<file path="src/rtl/rot_seq_ctrl_pkg.sv">
// Shared types and constants for the rotate-sequence controller slice.
package rot_seq_ctrl_pkg;

  localparam int ROT_W = 4;  // rotator word width
  localparam int SEL_W = 2;  // rotator select width

  typedef enum logic [1:0] {
    IDLE   = 2'd0,
    ROTATE = 2'd1,
    DONE   = 2'd2
  } state_t;

endpackage

</file>
<file path="src/rtl/rot_seq_ctrl_if.sv">
// Job/result handshake plus the rotator hookup for rot_seq_ctrl.
interface rot_seq_ctrl_if #(parameter int REP_W = 4);
  import rot_seq_ctrl_pkg::*;

  logic             in_valid;
  logic             in_ready;
  logic [ROT_W-1:0] in_data;
  logic [SEL_W-1:0] in_amt;
  logic [REP_W-1:0] in_reps;
  logic             out_valid;
  logic             out_ready;
  logic [ROT_W-1:0] out_data;
  logic             busy;
  logic [ROT_W-1:0] rot_w;
  logic             rot_s1;
  logic             rot_s0;
  logic [ROT_W-1:0] rot_out;

  // Controller side.
  modport slave (
    input  in_valid, in_data, in_amt, in_reps, out_ready, rot_out,
    output in_ready, out_valid, out_data, busy, rot_w, rot_s1, rot_s0
  );

  // Job source / result sink / rotator side.
  modport master (
    output in_valid, in_data, in_amt, in_reps, out_ready, rot_out,
    input  in_ready, out_valid, out_data, busy, rot_w, rot_s1, rot_s0
  );
endinterface

</file>
<file path="src/rtl/rot_rep_counter.sv">
// Loadable down-counter of remaining rotate steps, with a last-step flag.
module rot_rep_counter #(
  parameter int W = 4
) (
  input  logic         clk,
  input  logic         rst,
  input  logic         load,
  input  logic [W-1:0] load_val,
  input  logic         dec,
  output logic [W-1:0] cnt,
  output logic         last
);

  // Load wins over decrement; decrement saturates at zero.
  always_ff @(posedge clk) begin
    if (rst)                   cnt <= '0;
    else if (load)             cnt <= load_val;
    else if (dec && cnt != '0) cnt <= cnt - W'(1);
  end

  assign last = (cnt == W'(1));

endmodule

</file>
<file path="src/rtl/rot_seq_ctrl.sv">
// Iterative rotate controller: applies amt for reps steps through an
// external combinational rotator, then holds the word for the consumer.
module rot_seq_ctrl
  import rot_seq_ctrl_pkg::*;
#(
  parameter int REP_W  = 4,
  parameter int DATA_W = 4   // must equal ROT_W
) (
  input  logic             clk,
  input  logic             rst,
  rot_seq_ctrl_if.slave    bus
);

  state_t             state;
  logic [DATA_W-1:0]  data_q;
  logic [SEL_W-1:0]   amt_q;
  logic [REP_W-1:0]   cnt_q;
  logic               cnt_last;
  logic               accept;

  assign accept = (state == IDLE) && bus.in_valid;

  rot_rep_counter #(.W(REP_W)) u_cnt (
    .clk      (clk),
    .rst      (rst),
    .load     (accept),
    .load_val (bus.in_reps),
    .dec      (state == ROTATE),
    .cnt      (cnt_q),
    .last     (cnt_last)
  );

  // Control FSM and working register; reset beats any handshake.
  always_ff @(posedge clk) begin
    if (rst) begin
      state  <= IDLE;
      data_q <= '0;
      amt_q  <= '0;
    end else begin
      case (state)
        IDLE: if (bus.in_valid) begin
          data_q <= bus.in_data;
          amt_q  <= bus.in_amt;
          state  <= (bus.in_reps != '0) ? ROTATE : DONE;
        end
        ROTATE: begin
          data_q <= bus.rot_out;
          if (cnt_last) state <= DONE;
        end
        DONE: if (bus.out_ready) state <= IDLE;
        default: state <= IDLE;
      endcase
    end
  end

  // Outputs depend on registers only.
  assign bus.in_ready  = (state == IDLE);
  assign bus.out_valid = (state == DONE);
  assign bus.busy      = (state != IDLE);
  assign bus.out_data  = data_q;
  assign bus.rot_w     = data_q;
  assign bus.rot_s1    = amt_q[1];
  assign bus.rot_s0    = amt_q[0];

endmodule

</file>
<file path="src/flat_wrapper.sv">
// flat-port wrapper written by rule: the top's interface ports become plain ports
module rot_seq_ctrl_flat import rot_seq_ctrl_pkg::*;
#(
  parameter int REP_W  = 4,
  parameter int DATA_W = 4                      
)
  (clk, rst, bus_in_valid, bus_in_data, bus_in_amt, bus_in_reps, bus_out_ready, bus_rot_out, bus_in_ready, bus_out_valid, bus_out_data, bus_busy, bus_rot_w, bus_rot_s1, bus_rot_s0);
  rot_seq_ctrl_if #(.REP_W(REP_W)) bus_i ();
  input  logic clk;
  input  logic rst;
  input wire logic [$bits(bus_i.in_valid)-1:0] bus_in_valid;
  input wire logic [$bits(bus_i.in_data)-1:0] bus_in_data;
  input wire logic [$bits(bus_i.in_amt)-1:0] bus_in_amt;
  input wire logic [$bits(bus_i.in_reps)-1:0] bus_in_reps;
  input wire logic [$bits(bus_i.out_ready)-1:0] bus_out_ready;
  input wire logic [$bits(bus_i.rot_out)-1:0] bus_rot_out;
  output wire logic [$bits(bus_i.in_ready)-1:0] bus_in_ready;
  output wire logic [$bits(bus_i.out_valid)-1:0] bus_out_valid;
  output wire logic [$bits(bus_i.out_data)-1:0] bus_out_data;
  output wire logic [$bits(bus_i.busy)-1:0] bus_busy;
  output wire logic [$bits(bus_i.rot_w)-1:0] bus_rot_w;
  output wire logic [$bits(bus_i.rot_s1)-1:0] bus_rot_s1;
  output wire logic [$bits(bus_i.rot_s0)-1:0] bus_rot_s0;
  assign bus_i.in_valid = bus_in_valid;
  assign bus_i.in_data = bus_in_data;
  assign bus_i.in_amt = bus_in_amt;
  assign bus_i.in_reps = bus_in_reps;
  assign bus_i.out_ready = bus_out_ready;
  assign bus_i.rot_out = bus_rot_out;
  assign bus_in_ready = bus_i.in_ready;
  assign bus_out_valid = bus_i.out_valid;
  assign bus_out_data = bus_i.out_data;
  assign bus_busy = bus_i.busy;
  assign bus_rot_w = bus_i.rot_w;
  assign bus_rot_s1 = bus_i.rot_s1;
  assign bus_rot_s0 = bus_i.rot_s0;
  rot_seq_ctrl #(.REP_W(REP_W), .DATA_W(DATA_W)) u_core (.clk(clk), .rst(rst), .bus(bus_i));
endmodule
</file>
<file path="config.mk">
export PLATFORM = sky130hd
export DESIGN_NAME = rot_seq_ctrl_flat
export DESIGN_NICKNAME = d
export VERILOG_FILES = /design/src/rtl/rot_seq_ctrl_pkg.sv /design/src/rtl/rot_seq_ctrl_if.sv /design/src/rtl/rot_rep_counter.sv /design/src/rtl/rot_seq_ctrl.sv /design/src/flat_wrapper.sv
export SDC_FILE = /design/constraint.sdc
export NUM_CORES = 1
export LEC_CHECK = 0
export ABC_AREA = 1
export CAP_MARGIN = 20
export CORE_MARGIN = 2
export CORE_UTILIZATION = 43
export CTS_BUF_LIST = sky130_fd_sc_hd__clkbuf_8
export DETAILED_ROUTE_END_ITERATION = 12
export HOLD_SLACK_MARGIN = 0.05
export MAX_ROUTING_LAYER = met4
export PLACE_DENSITY = 0.88
export SETUP_SLACK_MARGIN = 0.15
export SLEW_MARGIN = 20
export SYNTH_ARGS = -nofsm -noshare
export SYNTH_HDL_FRONTEND = slang
export SYNTH_SLANG_ARGS = --single-unit
</file>
<file path="constraint.sdc">
create_clock -name clk -period 1.3 [get_ports clk]
set_input_delay 0.13 -clock clk [delete_from_list [all_inputs] [get_ports clk]]
set_output_delay 0.13 -clock clk [all_outputs]
set_load 0.005 [all_outputs]
</file>
**After elaboration in Yosys (flattened, before gate mapping)**

Index checks and enable logic that the tools add are counted.

- Word-level logic and storage cells: 31
- Output and inout port bits: 13
- Bits in registers: 12
- Input bits: 18

- Reductions and logical operators: 11
- Eq/ne operators: 6
- Multiplexer cells: 9
- Add/subtract/negate cells: 1

Operators with widths:

| kind | number |
|---|---|
| 4-bit two-way mux | 3 |
| 2-bit two-way mux | 4 |
| 4-bit one-hot mux with 2 select lines | 1 |
| 4-bit nonzero test | 2 |
| 2-bit one-hot mux with 3 select lines | 1 |
| 2-bit nonzero test | 3 |
| 4-bit by 1-bit == test with 1-bit output, second input constant | 1 |
| 2-bit != test, second input constant | 2 |
| 2-bit AND reduction | 2 |
| 4-bit by 1-bit subtractor with 4-bit output, second input constant | 1 |
| 3-bit AND reduction | 1 |
| 2-bit by 1-bit == test with 1-bit output, second input constant | 1 |
| 2-bit == test, second input constant | 1 |
| 1-bit logical AND | 2 |
| 2-bit logical NOT | 1 |
| 2-bit by 1-bit != test with 1-bit output, second input constant | 1 |

**Logic depth before layout (Yosys ltp)**

Gate-level depths: netlist (run 1).

- Depth after elaboration: 4
- Gate-level depth with buffers: 8

**Hierarchy**

From an unflattened synthesis (run 1), not the netlist that was laid out.

- Cells, all modules: 113
- Area, all modules: 763.2 um^2

By module, submodules not included:

| module | cells an instance | area an instance (um^2) | times used |
|---|---|---|---|
| rot_seq_ctrl | 72 | 466.7 | 1 |
| rot_rep_counter | 41 | 296.5 | 1 |

**Worst setup path before layout (run 1)**

OpenSTA, ideal clock, no wires.

- Path kind: register to register
- From: register u_core.u_cnt.cnt[0]
- To: register u_core.u_cnt.cnt[1]
- Path buffers: 0
- Setup slack: 0.171 ns
- Clock period less this slack: 1.129 ns
- Cell stages (with the launch flop): 9
- Arrival time: 1.014 ns
- Library setup time: 0.115 ns
- Data required time: 1.185 ns
- Cells stage by stage: dfxtp_1 inv_1 ha_1 nand2_1 nand2_4 nand2_4 inv_2 nor2_1 nor2_1

- Longest elaborated chain between the ends: 3

RTL lines:

| element | RTL line | source |
|---|---|---|
| from (decl) | rot_rep_counter.sv:10 | `output logic [W-1:0] cnt,` |
| from (signal assigned) | rot_rep_counter.sv:17 | `else if (load) cnt <= load_val;` |
| from (signal assigned) | rot_rep_counter.sv:18 | `else if (dec && cnt != '0) cnt <= cnt - W'(1);` |
| 4-bit by 1-bit subtractor with 4-bit output / 4-bit nonzero test (equally long branches) | rot_rep_counter.sv:18 |  |
| 4-bit two-way mux / 1-bit logical AND (equally long branches) | rot_rep_counter.sv:18 |  |
| 4-bit two-way mux / 2-bit nonzero test (equally long branches) | -- |  |

Several ways; a longest one is shown, not always the timed one. The select of a mux whose other input is x is not followed.
A chain may end at the register's enable or synchronous reset.

**Final worst setup path (run 1)**

- From: register u_core.state[1]
- To: register u_core.u_cnt.cnt[3]

- Longest elaborated chain between the ends: 3

RTL lines:

| element | RTL line | source |
|---|---|---|
| from (decl) | rot_seq_ctrl.sv:14 | `state_t state;` |
| from (signal assigned) | rot_seq_ctrl.sv:44 | `state <= (bus.in_reps != '0) ? ROTATE : DONE;` |
| 2-bit by 1-bit == test with 1-bit output / 2-bit logical NOT (equally long branches) | rot_seq_ctrl.sv:28, rot_seq_ctrl.sv:21 |  |
| 1-bit logical AND (on tied branches) | rot_rep_counter.sv:18, rot_seq_ctrl.sv:21 |  |
| 2-bit nonzero test (no source line) / 4-bit two-way mux (equally long branches) | -- |  |

Several ways; a longest one is shown, not always the timed one.

==> results of run 1 <==
[cell usage after synthesis]
cell type	count	area, um^2
o21ai_0	2	10.01
buf_4	4	30.03
nor2_4	3	33.78
nor2_2	1	6.260
nand2_1	32	120.1
dfxtp_1	12	240.2
nand2_8	1	20.02
ha_1	2	25.02
nand3b_1	1	7.510
inv_1	8	30.03
or2_0	1	6.260
o211ai_1	1	7.510
nor2_1	18	67.56
inv_2	4	15.01
o21ai_2	1	8.760
nand3_1	5	25.02
a21oi_2	4	35.03
inv_8	1	11.26
a21oi_1	4	20.02
nand2_4	2	22.52
nand2_2	1	6.260
o21ai_1	1	5.000
[worst max-delay path, delay by kind of cell, from the launching register on]
family                 cells  cell delay [ps]
buffers and inverters      2              270
flip-flops                 1              340
AND/OR/NAND/NOR            4              490
AO/OA/AOI/OAI              1               50
[layout by cell type, fill, tap and decap left out, types with 2 or more instances in the layout]
cell type	synthesis	layout
buf_6	0	4
nor2_1	18	15
nor2_2	1	2
o21ai_2	1	3
buf_4	4	5
dfxtp_4	0	2
inv_1	8	8
nand2_1	32	30
nand2_2	1	3
nor2_4	3	5
ha_1	2	2
nand2_4	2	3
nand3_1	5	5
a21oi_2	4	7
clkbuf_8	0	4
dlygate4sd2_1	0	11
dfxtp_1	12	6
inv_2	4	4
dfxtp_2	0	4
dlymetal6s2s_1	0	2
clkdlybuf4s50_1	0	16
[flip-flops by register name, summed over array words and instances, names as in the netlist]
| signal | cells |
|---|---|
| u_core.amt_q | 2 |
| u_core.bus.out_data | 4 |
| u_core.state | 2 |
| u_core.u_cnt.cnt | 4 |
[metrics by stage]
step / cell area (um^2) / std cells / util / power [mW]
2_1_floorplan: 753.2 / 109 / - / 1.118
3_3_place_gp: 1075 / 156 / 0.6363 / 1.410
3_5_place_dp: 1075 / 156 / 0.6363 / 1.443
4_1_cts: 1227 / 167 / 0.7267 / 1.998
5_1_grt: 1270 / 167 / 0.7519 / 2.218
6_report: 1270 / 167 / 0.7519 / 2.078
[repair_timing]
| action | CTS | global route |
|---|---|---|
| cloned | 1 | 0 |
| setup endpoints to repair | 21 | 15 |
| setup buffers | 6 | 0 |
| gates resized for setup | 29 | 16 |
| pin swaps | 4 | 7 |
[metal layers]
| layer | share of wire | up-vias | global-route usage | routed length (um) |
|---|---|---|---|---|
| li1 | - | 418 | - | - |
| met1 | 0.40 | 390 | 0.2182 | 903 |
| met2 | 0.51 | 33 | 0.4000 | 1150 |
| met3 | 0.056 | 7 | 0.04365 | 126 |
| met4 | 0.029 | 0 | 0.1143 | 65 |
| met5 | 0 | - | - | 0 |
[final cells by class]
cell class              instances  area, um^2
fillers                       135       419.2
inverters                      13       61.31
clock buffers                   4       55.05
repair buffers                 40       389.1
multi-input cells              81       490.5
flip-flops and latches         12       252.7
well taps                      17       21.27
[kinds of logic (layout without fill, tap and decap cells)]
logic type               after synthesis  count (layout)  share of synthesized area
AND/OR/NAND/NOR                       65              66                     0.4186
AO/OA/AOI/OAI                         13              13                     0.1146
flip-flops                            12              12                     0.3189
buffers and inverters                 17              57                     0.1146
adder cells (fa/ha/maj)                2               2                    0.03322
[how the worst max path moves through the flow]
| stage | depth (start not counted) | slack [ps] | from | to |
|---|---|---|---|---|
| finish | 7 | 40 | u_core.state[1] | u_core.u_cnt.cnt[3] |
| floorplan | 8 | 170 | u_core.u_cnt.cnt[0] | u_core.u_cnt.cnt[1] |
| CTS | 1 | 50 | u_core.bus.out_data[3] | bus_rot_w[3] |
| detailed placement | 8 | -40 | bus_in_valid | u_core.state[0] |
| global route | 8 | -6 | u_core.state[1] | u_core.bus.out_data[3] |
| global placement | 8 | -10 | bus_in_valid | u_core.state[0] |
[report_power, final]
| part | switching, mW | internal [mW] |
|---|---|---|
| clock | 0.145 | 0.268 |
| sequential | 0.0649 | 0.465 |
| combinational | 0.606 | 0.528 |
| total | 0.816 | 1.26 |
==> impl_metrics.json, run 1 <==
{
  "status": "finished, final reports clean",
  "drv_cap": 0,
  "cts_buffers": 3,
  "cts_buffer_depth": 2,
  "syn_area_um2": 753.2,
  "initial_core_util": 0.4459,
  "gr-usage-all-layers": 0.2209,
  "yosys_warnings": 0,
  "ant_nets": 0,
  "leakagePower_nw": 0.6395,
  "drive_above_1_share": 0.3400,
  "dp_slack_ps": -41.02,
  "cp-end-kind": "register",
  "vias_per_cell": 5.078,
  "critical_path_class": "register to register",
  "fmax_mhz": 794.7,
  "hold_buffers": 0,
  "crit_chain": "buf_6 -> nor2_4 -> buf_6 -> nand2_8 -> or2_0 -> nand2_1 -> a21oi_2",
  "hold_violations": 0,
  "first_pass_iters": 4,
  "drv_slew": 0,
  "grt_remaining_overflow": 0,
  "postLayoutSetupSlackWorst_ps": 41.69,
  "die_x_um": 45.86,
  "dp_hpwl_um": 1406,
  "grt_max_degree": 9,
  "syn_area_per_cell_um2": 6.910,
  "drt_iter0_markers": 11,
  "die-height_um": 45.86,
  "synth_cell_type_count": 22,
  "root_buffer": "clkbuf_8",
  "reg2reg_depth": 7,
  "slowest_stage": "dfxtp_4",
  "fin_tns_setup_ps": 0,
  "routabilityCongestion": 0.8709,
  "peakVddDrop_uv": 1122,
  "dieArea_um2": 2103,
  "fin_crit_sh": 0.9679,
  "reg2reg_slack_ps": 40,
  "drt-total-wl_um": 2246,
  "wl_per_cell_um": 13.45,
  "rsz0062_at_grt": "yes",
  "grt_pass1_vias": 779,
  "synth_fp_nets": 129,
  "hold_depth": 4,
  "setup_violations": 0,
  "synth-seq-area-share": 0.3189,
  "clk_latency_ps": 240,
  "diodes": 0,
  "cpMostUsedCell": "buf_6",
  "ys_ff_latch": 12,
  "cp_data_required_time_ps": 1440,
  "grt_pass1_wl_um": 3215,
  "hold_path_startpoint": "bus_in_valid",
  "ioPinCount": 31,
  "post-route-drc-count": 0,
  "r2r-end": "u_core.u_cnt.cnt[3]",
  "hold_ws_ps": 461.2,
  "cts_max_level": 1,
  "vias": 848,
  "io_buffer_count": 30,
  "cts_sinks": 12,
  "powerDensity_nw_per_um2": 1636,
  "hp-class": "primary input to register",
  "relSlewSlack": 0.7362,
  "syn-instance-count": 109,
  "finalClockSkew_ps": 1.090,
  "critical_path.max_stage_delay_ps": 340,
  "path_clk_slew_ps": 50,
  "antenna_found_initial": 0,
  "crit_path_max_fanout": 5,
  "cp.arrival_ps": 1400,
  "row_count": 15,
  "r2r-start": "u_core.state[1]",
  "core_um2": 1689,
  "start_kind": "register",
  "synthToLayoutAreaGrowth_pct": 68.61,
  "post-route-min-period_ps": 1258,
  "nets": 171,
  "cts_tree": "built",
  "worstMarginPinSlew_ps": 395.0,
  "hold_path_end": "u_core.amt_q[0]"
}
Power figures use the tool's default switching activity.
==> inputs of run 2 (changes only) <==
--- a/config.mk
+++ b/config.mk
@@ -7,13 +7,12 @@
 export LEC_CHECK = 0
 export ABC_AREA = 1
 export CAP_MARGIN = 20
-export CORE_MARGIN = 2
-export CORE_UTILIZATION = 43
+export CORE_UTILIZATION = 35
 export CTS_BUF_LIST = sky130_fd_sc_hd__clkbuf_8
 export DETAILED_ROUTE_END_ITERATION = 12
 export HOLD_SLACK_MARGIN = 0.05
 export MAX_ROUTING_LAYER = met4
-export PLACE_DENSITY = 0.88
+export PLACE_DENSITY = 0.75
 export SETUP_SLACK_MARGIN = 0.15
 export SLEW_MARGIN = 20
 export SYNTH_ARGS = -nofsm -noshare
==> run 2 against run 1 <==
Combinational power fell by 12%; die area rose by 11%; first-iteration DRC count rose by 55%; sequential cell count did not move; sequential power rose by 3%; clock power rose by 2%; sequential share of layout area rose by 0.88 points; setup slack improved by 40 ps; critical path depth did not move; largest power group unchanged.
==> impl_metrics.json, run 2 (synthesis gave the netlist of run 1 again) <==
{
  "wl_met3_um": 91,
  "vias": 774,
  "cts_sinks": 12,
  "core_um2": 2002,
  "critical_path.max_stage_delay_ps": 350,
  "r2r-end": "u_core.bus.out_data[3]",
  "cp.arrival_ps": 1360,
  "hold_path_end": "u_core.amt_q[0]",
  "drive_above_1_share": 0.3537,
  "critical_path_class": "register to register",
  "hold_buffers": 0,
  "cts_tree": "built",
  "initial_core_util": 0.3762,
  "row_count": 16,
  "grt_pass1_vias": 758,
  "drt-total-wl_um": 1825,
  "first_pass_iters": 2,
  "diodes": 0,
  "cp_data_required_time_ps": 1440,
  "met1_length_um": 797,
  "dr_wl_met2_um": 918,
  "start_kind": "register",
  "vias_per_cell": 4.448,
  "top_layer": "met4",
  "hold_violations": 0,
  "fin_crit_sh": 0.9368,
  "grt_pass1_wl_um": 3015,
  "slowest_stage": "dfxtp_4",
  "drv_cap": 0,
  "leakagePower_nw": 0.5892,
  "ioPinCount": 31,
  "dieArea_um2": 2342,
  "routabilityCongestion": 0.7333,
  "fmax_mhz": 821.1,
  "utilization": 0.6106,
  "post-route-drc-count": 0,
  "final_common_cell": "nand2_1",
  "rsz0062_at_grt": "yes",
  "drv_slew": 0,
  "finalClockSkew_ps": 0.5446,
  "power_mw": 1.962,
  "cts_buffers": 3,
  "clk_latency_ps": 240,
  "crit_path_max_fanout": 5,
  "die-height_um": 48.39,
  "crit_chain": "buf_6 -> buf_6 -> nor2_4 -> buf_12 -> nor2_4 -> a21oi_2 -> nor2_1",
  "powerDensity_nw_per_um2": 1605,
  "r2r-start": "u_core.state[1]",
  "cts_buffer_depth": 2,
  "grt_remaining_overflow": 0,
  "io_buffer_count": 30,
  "relSlewSlack": 0.8390,
  "peakVddDrop_uv": 699.1,
  "worstMarginPinSlew_ps": 240.8,
  "status": "finished, final reports clean",
  "cts_max_level": 1,
  "die_x_um": 48.39,
  "path_clk_slew_ps": 60,
  "reg2reg_slack_ps": 80,
  "hold_ws_ps": 483.4,
  "synthToLayoutAreaGrowth_pct": 62.29,
  "final_cell_mix": "nand2_1 (25), nor2_1 (17), clkdlybuf4s50_1 (17), dlygate4sd2_1 (11)",
  "hp-class": "register to register",
  "drt_iter0_markers": 17,
  "post-route-min-period_ps": 1218,
  "dp_hpwl_um": 1279,
  "setup_violations": 0,
  "hold_path_startpoint": "u_core.amt_q[0]",
  "reg2reg_depth": 7,
  "root_buffer": "clkbuf_8",
  "wl_per_cell_um": 10.49,
  "hold_depth": 2,
  "grt_max_degree": 11,
  "nets": 168,
  "antenna_found_initial": 0,
  "gr-usage-all-layers": 0.1681,
  "ant_nets": 0,
  "cp-end-kind": "register"
}
run 2: cell types whose count changed in the layout (fill, tap and decap cells not counted), sizes merged:
cell	change
buf	-1
clkdlybuf4s50	+1
inv	+1
clkinv	-1
dlymetal6s2s	-2
nand2	-1
run 2: how the worst max path moves through the flow:
stage,cells past startpoint,to,start
2_1_floorplan,8,u_core.u_cnt.cnt[1],u_core.u_cnt.cnt[0]
3_3_place_gp,6,u_core.bus.out_data[0],bus_in_valid
3_5_place_dp,8,u_core.state[0],bus_in_valid
4_1_cts,8,u_core.u_cnt.cnt[1],u_core.state[1]
5_1_grt,8,u_core.u_cnt.cnt[1],u_core.state[1]
6_report,7,u_core.bus.out_data[3],u_core.state[1]
run 2: routing by layer:
metal	global-route usage	vias to the layer above
li1	-	407
met1	0.1709	344
met2	0.3122	20
met3	0.04403	3
met4	0.05392	0
met5	-	-
run 2: critical path, delay by kind of cell, from the launching register on:
kind / cells / cell delay (ps)
buffers and inverters: 3 / 380
DFF: 1 / 350
and+or+nand+nor: 3 / 280
AOI/OAI and AO/OA: 1 / 110
run 2: per-stage QoR:
step                std cells  cell area (um^2)  setup WS [ps]  setup TNS, ps
detailed placement        165              1092         -35.60         -74.69
floorplan                 109             753.2          171.4              0
finish                    174              1222          82.10              0
global placement          165              1092         -2.171         -2.171
CTS                       173              1202          73.09              0
global route              174              1222          24.63              0
run 2: cell type report:
class                           instances  area (um^2)
Clock buffer                            4        55.05
Fill cell                             179        779.5
Inverter                               13        58.81
Multi-Input combinational cell         80        464.2
Sequential cell                        12        254.0
Tap cell                               27        33.78
Timing Repair Buffer                   38        356.6
run 2: what timing repair did:
item | CTS | global route
pin swaps | 10 | 7
buffers inserted | 4 | 1
endpoints found under the setup margin | 20 | 11
resized for setup | 34 | 8
run 2: power breakdown:
part	internal (mW)	total, mW	switching [mW]
Clock	0.268	0.423	0.155
Combinational	0.474	0.993	0.519
Sequential	0.468	0.546	0.0782
Total	1.21	1.96	0.752
